File: config.mk
export PLATFORM = sky130hd
export DESIGN_NAME = instr_fetch_unit
export DESIGN_NICKNAME = d
export VERILOG_FILES = /design/src/rtl/instr_fetch_unit.sv
export SDC_FILE = /design/constraint.sdc
export NUM_CORES = 1
export LEC_CHECK = 0
export BUFFER_PORTS_ARGS = -buffer_cell sky130_fd_sc_hd__buf_4
export CAP_MARGIN = 20
export CORE_ASPECT_RATIO = 1.2
export CORE_MARGIN = 2
export CORE_UTILIZATION = 58
export CTS_CLUSTER_SIZE = 8
export DETAILED_ROUTE_END_ITERATION = 10
export MAX_ROUTING_LAYER = met4
export PLACE_DENSITY = 0.9
export RECOVER_POWER = 25
export SETUP_SLACK_MARGIN = 0.15
export SLEW_MARGIN = 20
export SYNTH_ARGS = -nofsm -noshare
export SYNTH_HDL_FRONTEND = slang
export SYNTH_SLANG_ARGS = --single-unit
export TNS_END_PERCENT = 20
File: constraint.sdc
create_clock -name clk -period 6.5 [get_ports clk]
set_clock_uncertainty 0.05 [all_clocks]
set_input_delay 0.325 -clock clk [delete_from_list [all_inputs] [get_ports clk]]
set_output_delay 0.325 -clock clk [all_outputs]
set_load 0.005 [all_outputs]
File: src/rtl/instr_fetch_unit.sv
// Fetch stage of the single-cycle MIPS datapath: owns the PC, fetches one word per instruction
// over a req/ready handshake, holds it for the datapath and commits the next PC on retire.
module instr_fetch_unit #(
    parameter logic [31:0] RESET_PC = 32'h0000_0000,
    parameter int unsigned CNT_W    = 32
) (
    input  logic             clk,
    input  logic             rst_n,
    output logic             imem_req,
    output logic [31:0]      imem_addr,
    input  logic             imem_ready,
    input  logic [31:0]      imem_rdata,
    output logic             instr_valid,
    output logic [31:0]      instr,
    output logic [5:0]       opcode,
    output logic [31:0]      pc,
    output logic [31:0]      pc_plus4,
    input  logic             retire,
    input  logic             branch,
    input  logic             jump,
    input  logic             alu_zero,
    output logic [CNT_W-1:0] retired_cnt
);

    localparam int unsigned AW  = 32;
    localparam int unsigned DW  = 32;
    localparam int unsigned OPW = 6;

    // Alignment bits are forced to zero so a misconfigured RESET_PC cannot leak onto the bus.
    localparam logic [AW-1:0] RESET_PC_A = {RESET_PC[AW-1:2], 2'b00};

    typedef enum logic {
        S_REQ  = 1'b0,
        S_EXEC = 1'b1
    } state_t;

    state_t           state_q, state_d;
    logic             req_q, req_d;
    logic             valid_q, valid_d;
    logic [AW-1:0]    pc_q, pc_d;
    logic [AW-1:0]    pc_plus4_q, pc_plus4_d;
    logic [DW-1:0]    instr_q, instr_d;
    logic [CNT_W-1:0] cnt_q, cnt_d;

    logic             xfer;
    logic             retire_fire;
    logic [AW-1:0]    br_off;
    logic [AW-1:0]    jmp_tgt;
    logic [AW-1:0]    next_pc;

    // req_q is low for the first cycle out of reset, so a response seen then is ignored.
    assign xfer        = req_q & imem_ready & (state_q == S_REQ);
    assign retire_fire = retire & (state_q == S_EXEC);

    // State register
    always_ff @(posedge clk or negedge rst_n) begin
        if (!rst_n) begin
            state_q <= S_REQ;
        end else begin
            state_q <= state_d;
        end
    end

    // Next-state logic
    always_comb begin
        state_d = state_q;
        case (state_q)
            S_REQ:   if (xfer)        state_d = S_EXEC;
            S_EXEC:  if (retire_fire) state_d = S_REQ;
            default: state_d = S_REQ;
        endcase
    end

    // Next values of the registered outputs, including the jump > branch > sequential PC mux
    always_comb begin
        br_off     = {{14{instr_q[15]}}, instr_q[15:0], 2'b00};
        jmp_tgt    = {pc_plus4_q[31:28], instr_q[25:0], 2'b00};
        next_pc    = pc_plus4_q;
        req_d      = (state_d == S_REQ);
        valid_d    = (state_d == S_EXEC);
        pc_d       = pc_q;
        instr_d    = instr_q;
        cnt_d      = cnt_q;

        if (jump) begin
            next_pc = jmp_tgt;
        end else if (branch && alu_zero) begin
            next_pc = pc_plus4_q + br_off;
        end

        if (xfer) begin
            instr_d = imem_rdata;
        end
        if (retire_fire) begin
            pc_d  = next_pc;
            cnt_d = cnt_q + CNT_W'(1);
        end
        pc_plus4_d = pc_d + AW'(4);
    end

    // Datapath and output registers
    always_ff @(posedge clk or negedge rst_n) begin
        if (!rst_n) begin
            req_q      <= 1'b0;
            valid_q    <= 1'b0;
            pc_q       <= RESET_PC_A;
            pc_plus4_q <= RESET_PC_A + AW'(4);
            instr_q    <= '0;
            cnt_q      <= '0;
        end else begin
            req_q      <= req_d;
            valid_q    <= valid_d;
            pc_q       <= pc_d;
            pc_plus4_q <= pc_plus4_d;
            instr_q    <= instr_d;
            cnt_q      <= cnt_d;
        end
    end

    assign imem_req    = req_q;
    assign imem_addr   = pc_q;
    assign instr_valid = valid_q;
    assign instr       = instr_q;
    assign opcode      = instr_q[DW-1:DW-OPW];
    assign pc          = pc_q;
    assign pc_plus4    = pc_plus4_q;
    assign retired_cnt = cnt_q;

endmodule

==> results.sh <==
export IMPL_final_min_clock_period_ns=4.66
export IMPL_sw_frac_of_total_pct=44.9
export IMPL_drt_first_pass_iters=6
export IMPL_overflow=0
export IMPL_gp_congestion=1.01
export IMPL_die_width_um=111
export IMPL_critPathCaptureType="flop"
export IMPL_violations="capacitance limit, slew limit"
export IMPL_grt_max_degree=85
export IMPL_finalSetupViolCount=0
export IMPL_wire_per_inst_um=21.3
export IMPL_synth_area_leaders="dfrtp_1 40%, xnor2_1 5.3%, ha_1 4.9%"
export IMPL_cts_setup_buffers=0
export IMPL_clock_latency_ns=0.43
export IMPL_cts_resized=0
export IMPL_synth_top_area_share_pct=39.5
export IMPL_cts_hold_buf=0
export IMPL_num_nets_final=1031
export IMPL_antenna_found_initial=0
export IMPL_combPwrFrac_pct=57.5
export IMPL_synth_mux_area_share_pct=5.57
export IMPL_drtAntennaViolNets=0
export IMPL_yosysWarnings=0
export IMPL_placed_area_um2=9220
export IMPL_worstSetupPathType="flop to flop"
export IMPL_fin_area_um2=9880
export IMPL_power_density_nw_per_um2=585
export IMPL_synth_xor_area_share_pct=7.97
export IMPL_fin_hold_ws_ns=0.0725
export IMPL_initial_core_util_pct=59.5
export IMPL_antenna_cells=0
export IMPL_synth_seq_cells=126
export IMPL_yosysSeqAreaShare_pct=39.9
export IMPL_worst_pin_slew_ns=2.01
export IMPL_p_leak_uw=0.00453
export IMPL_synth_compound_area_share_pct=16.9
export IMPL_dieArea_um2=14600
export IMPL_die_h_um=132
export IMPL_fmax_mhz=215
export IMPL_syn_area_per_cell_um2=9.90
export IMPL_cts_tree="built"
export IMPL_synth_area_um2=7910
export IMPL_final_cells=1141
export IMPL_drive_above_1_share_pct=32.3
export IMPL_critPathMaxFanout=35
export IMPL_hold_violations=0
export IMPL_num_fill_cells=950
export IMPL_area_delta_synth_final_pct=24.9
export IMPL_status="complete, but fails checks"
export IMPL_synth_edf_count=0
export IMPL_fin_total_pwr_uw=5790
export IMPL_power_switching_uw=2590
export IMPL_yosys_area_share_simple_pct=17.7
export IMPL_hp_class="primary input to flop"
export IMPL_postSynthCellCount=799
export IMPL_maxCapViolations=1
export IMPL_clk_pin_slew_ns=0.06
export IMPL_cts_buffers=17
export IMPL_pwr_share_clk_pct=17.4
export IMPL_first_global_vias=7445
export IMPL_ir_worst_vdd_v=0.000300
export IMPL_grt_usage_pct=34.1
export IMPL_cts_sinks=126
export IMPL_port_buffers=200
export IMPL_drc=0
export IMPL_async_flop_share_pct=100
export IMPL_timing_final_max_slew_violations=36
export IMPL_cts_root_buf="clkbuf_16"
export IMPL_coreArea_um2=13300
export IMPL_rsz0062_at_grt="false"
export IMPL_synth_most_common_cell="dfrtp_1"
export IMPL_relSlewSlack_pct=-33.9
export IMPL_routed_wl_um=24300
export IMPL_p_int_uw=3190
export IMPL_synthTopCellsByCount="125 x dfrtp_1, 71 x nand2_1, 48 x xnor2_1"
export IMPL_cp_start_kind="flop"
export IMPL_cp_required_ns=6.80
export IMPL_worstPathArrival_ns=4.95
export IMPL_num_io_pins=207
export IMPL_vias_per_cell=6.40
export IMPL_grt_pass1_wl_um=38800
export IMPL_finalSetupTns_ns=0
export IMPL_yosys_area_top_type="dfrtp_1"
export IMPL_htree_levels=4
export IMPL_ys_types=83
export IMPL_finalCritPeriodShare_pct=71.6
export IMPL_multiInputGateArea_um2=4250
export IMPL_synthFlopType="dfrtp_1"
export IMPL_drt_iter0_drc=562
export IMPL_dp_hpwl_um=16900
export IMPL_dpl_cell_count=1107
export IMPL_vias=7300
export IMPL_seq_area_um2=3150
export IMPL_pwr_share_seq_pct=25.1
export IMPL_synthAdderAreaFrac_pct=5.15
export IMPL_placementRows=46
export IMPL_synth_top_family_by_area="simple AND/OR/NAND/NOR gates"
export IMPL_clockBufferDepth=2
[critical path: stages, from the launching register on]
cell and delay [ns]:
dfrtp_1 0.46, nand2_1 0.09, clkbuf_1 1.43, nor2_2 0.48
o21ai_0 0.40, nor3_1 0.14, a2111oi_0 0.46, nand2_1 0.27
nand4_1 0.22, and4bb_2 0.30, nand4b_1 0.12, xnor2_1 0.13
[metal layers]
layer  global-route usage, %  part of all wire (%)  routed length [µm]
met1                    41.0                    38                9220
met2                    54.9                    50               12100
met3                    7.45                   8.2                1990
met4                    16.2                   4.0                 962
met5                       -                     0                   0
[cells by family (layout without fill, tap and decap cells)]
kind of cell    after synthesis  count (layout)
compound gates              179             179
xor+xnor                     72              72
fa+ha+maj                    32              32
buf+inv                      89             258
flops                       126             126
mux                          40              40
other cells                   1               6
simple gates                260             260
[stage by stage]
stage,util (%),worst slack (ns)
6_report,74.3,1.84
5_1_grt,74.3,1.59
4_1_cts,74.1,2.64
3_5_place_dp,69.3,2.70
3_3_place_gp,69.3,2.83
2_1_floorplan,-,3.18
[power groups by stage]
stage | sequential [µW] | clock (µW) | combinational, µW
finish | 1450 | 1010 | 3330
global route | 1480 | 1050 | 3570
CTS | 1440 | 1010 | 3260
detailed placement | 1440 | 0 | 3200
global placement | 1430 | 0 | 3150
floorplan | 1370 | 0 | 2150
[final timing paths]
check                                       startpoint                          end  slack, ns  cells after the start
max in group asynchronous                        rst_n        pc_plus4[2]$_DFF_PN1_       4.91                      3
max reg2reg                      instr_valid$_DFF_PN0_       pc_plus4[28]$_DFF_PN0_       1.84                     11
max                              instr_valid$_DFF_PN0_       pc_plus4[28]$_DFF_PN0_       1.84                     11
min reg2reg                retired_cnt[27]$_DFFE_PN0P_  retired_cnt[27]$_DFFE_PN0P_       0.44                      1
min                                      imem_rdata[8]         instr[8]$_DFFE_PN0P_       0.07                      2
min in group asynchronous                        rst_n      imem_addr[10]$_DFF_PN0_       0.46                      2
[registers in the layout (all words and copies together) (netlist names)]
name / flops
retired_cnt: 32
pc_plus4: 30
instr_valid: 1
imem_req: 1
instr: 32
imem_addr: 30
[layout by cell type, fill, tap and decap left out, types with 8 or more instances in the layout]
cell / count
xor2_1: 24
dfrtp_1: 125
xnor2_1: 48
o21a_1: 14
o21ai_0: 35
and3_1: 18
clkbuf_16: 17
nand2_1: 71
mux2_2: 32
buf_4: 183
a21oi_1: 39
a221oi_1: 8
mux2i_1: 8
nor3_1: 16
nand4_1: 17
nand3_1: 33
ha_1: 31
nor2_1: 46
clkbuf_4: 19
inv_1: 20
a21o_1: 11
nand2b_1: 9
[final cells by class]
class	instances	share of cell area, %
timing repair buffer	206	15.9
clock buffer	20	4.72
inverter	20	0.760
multi-input combinational	589	43.0
clock inverter	12	1.62
sequential	126	31.9
tap	168	2.13
Power figures use the tool's default switching activity.
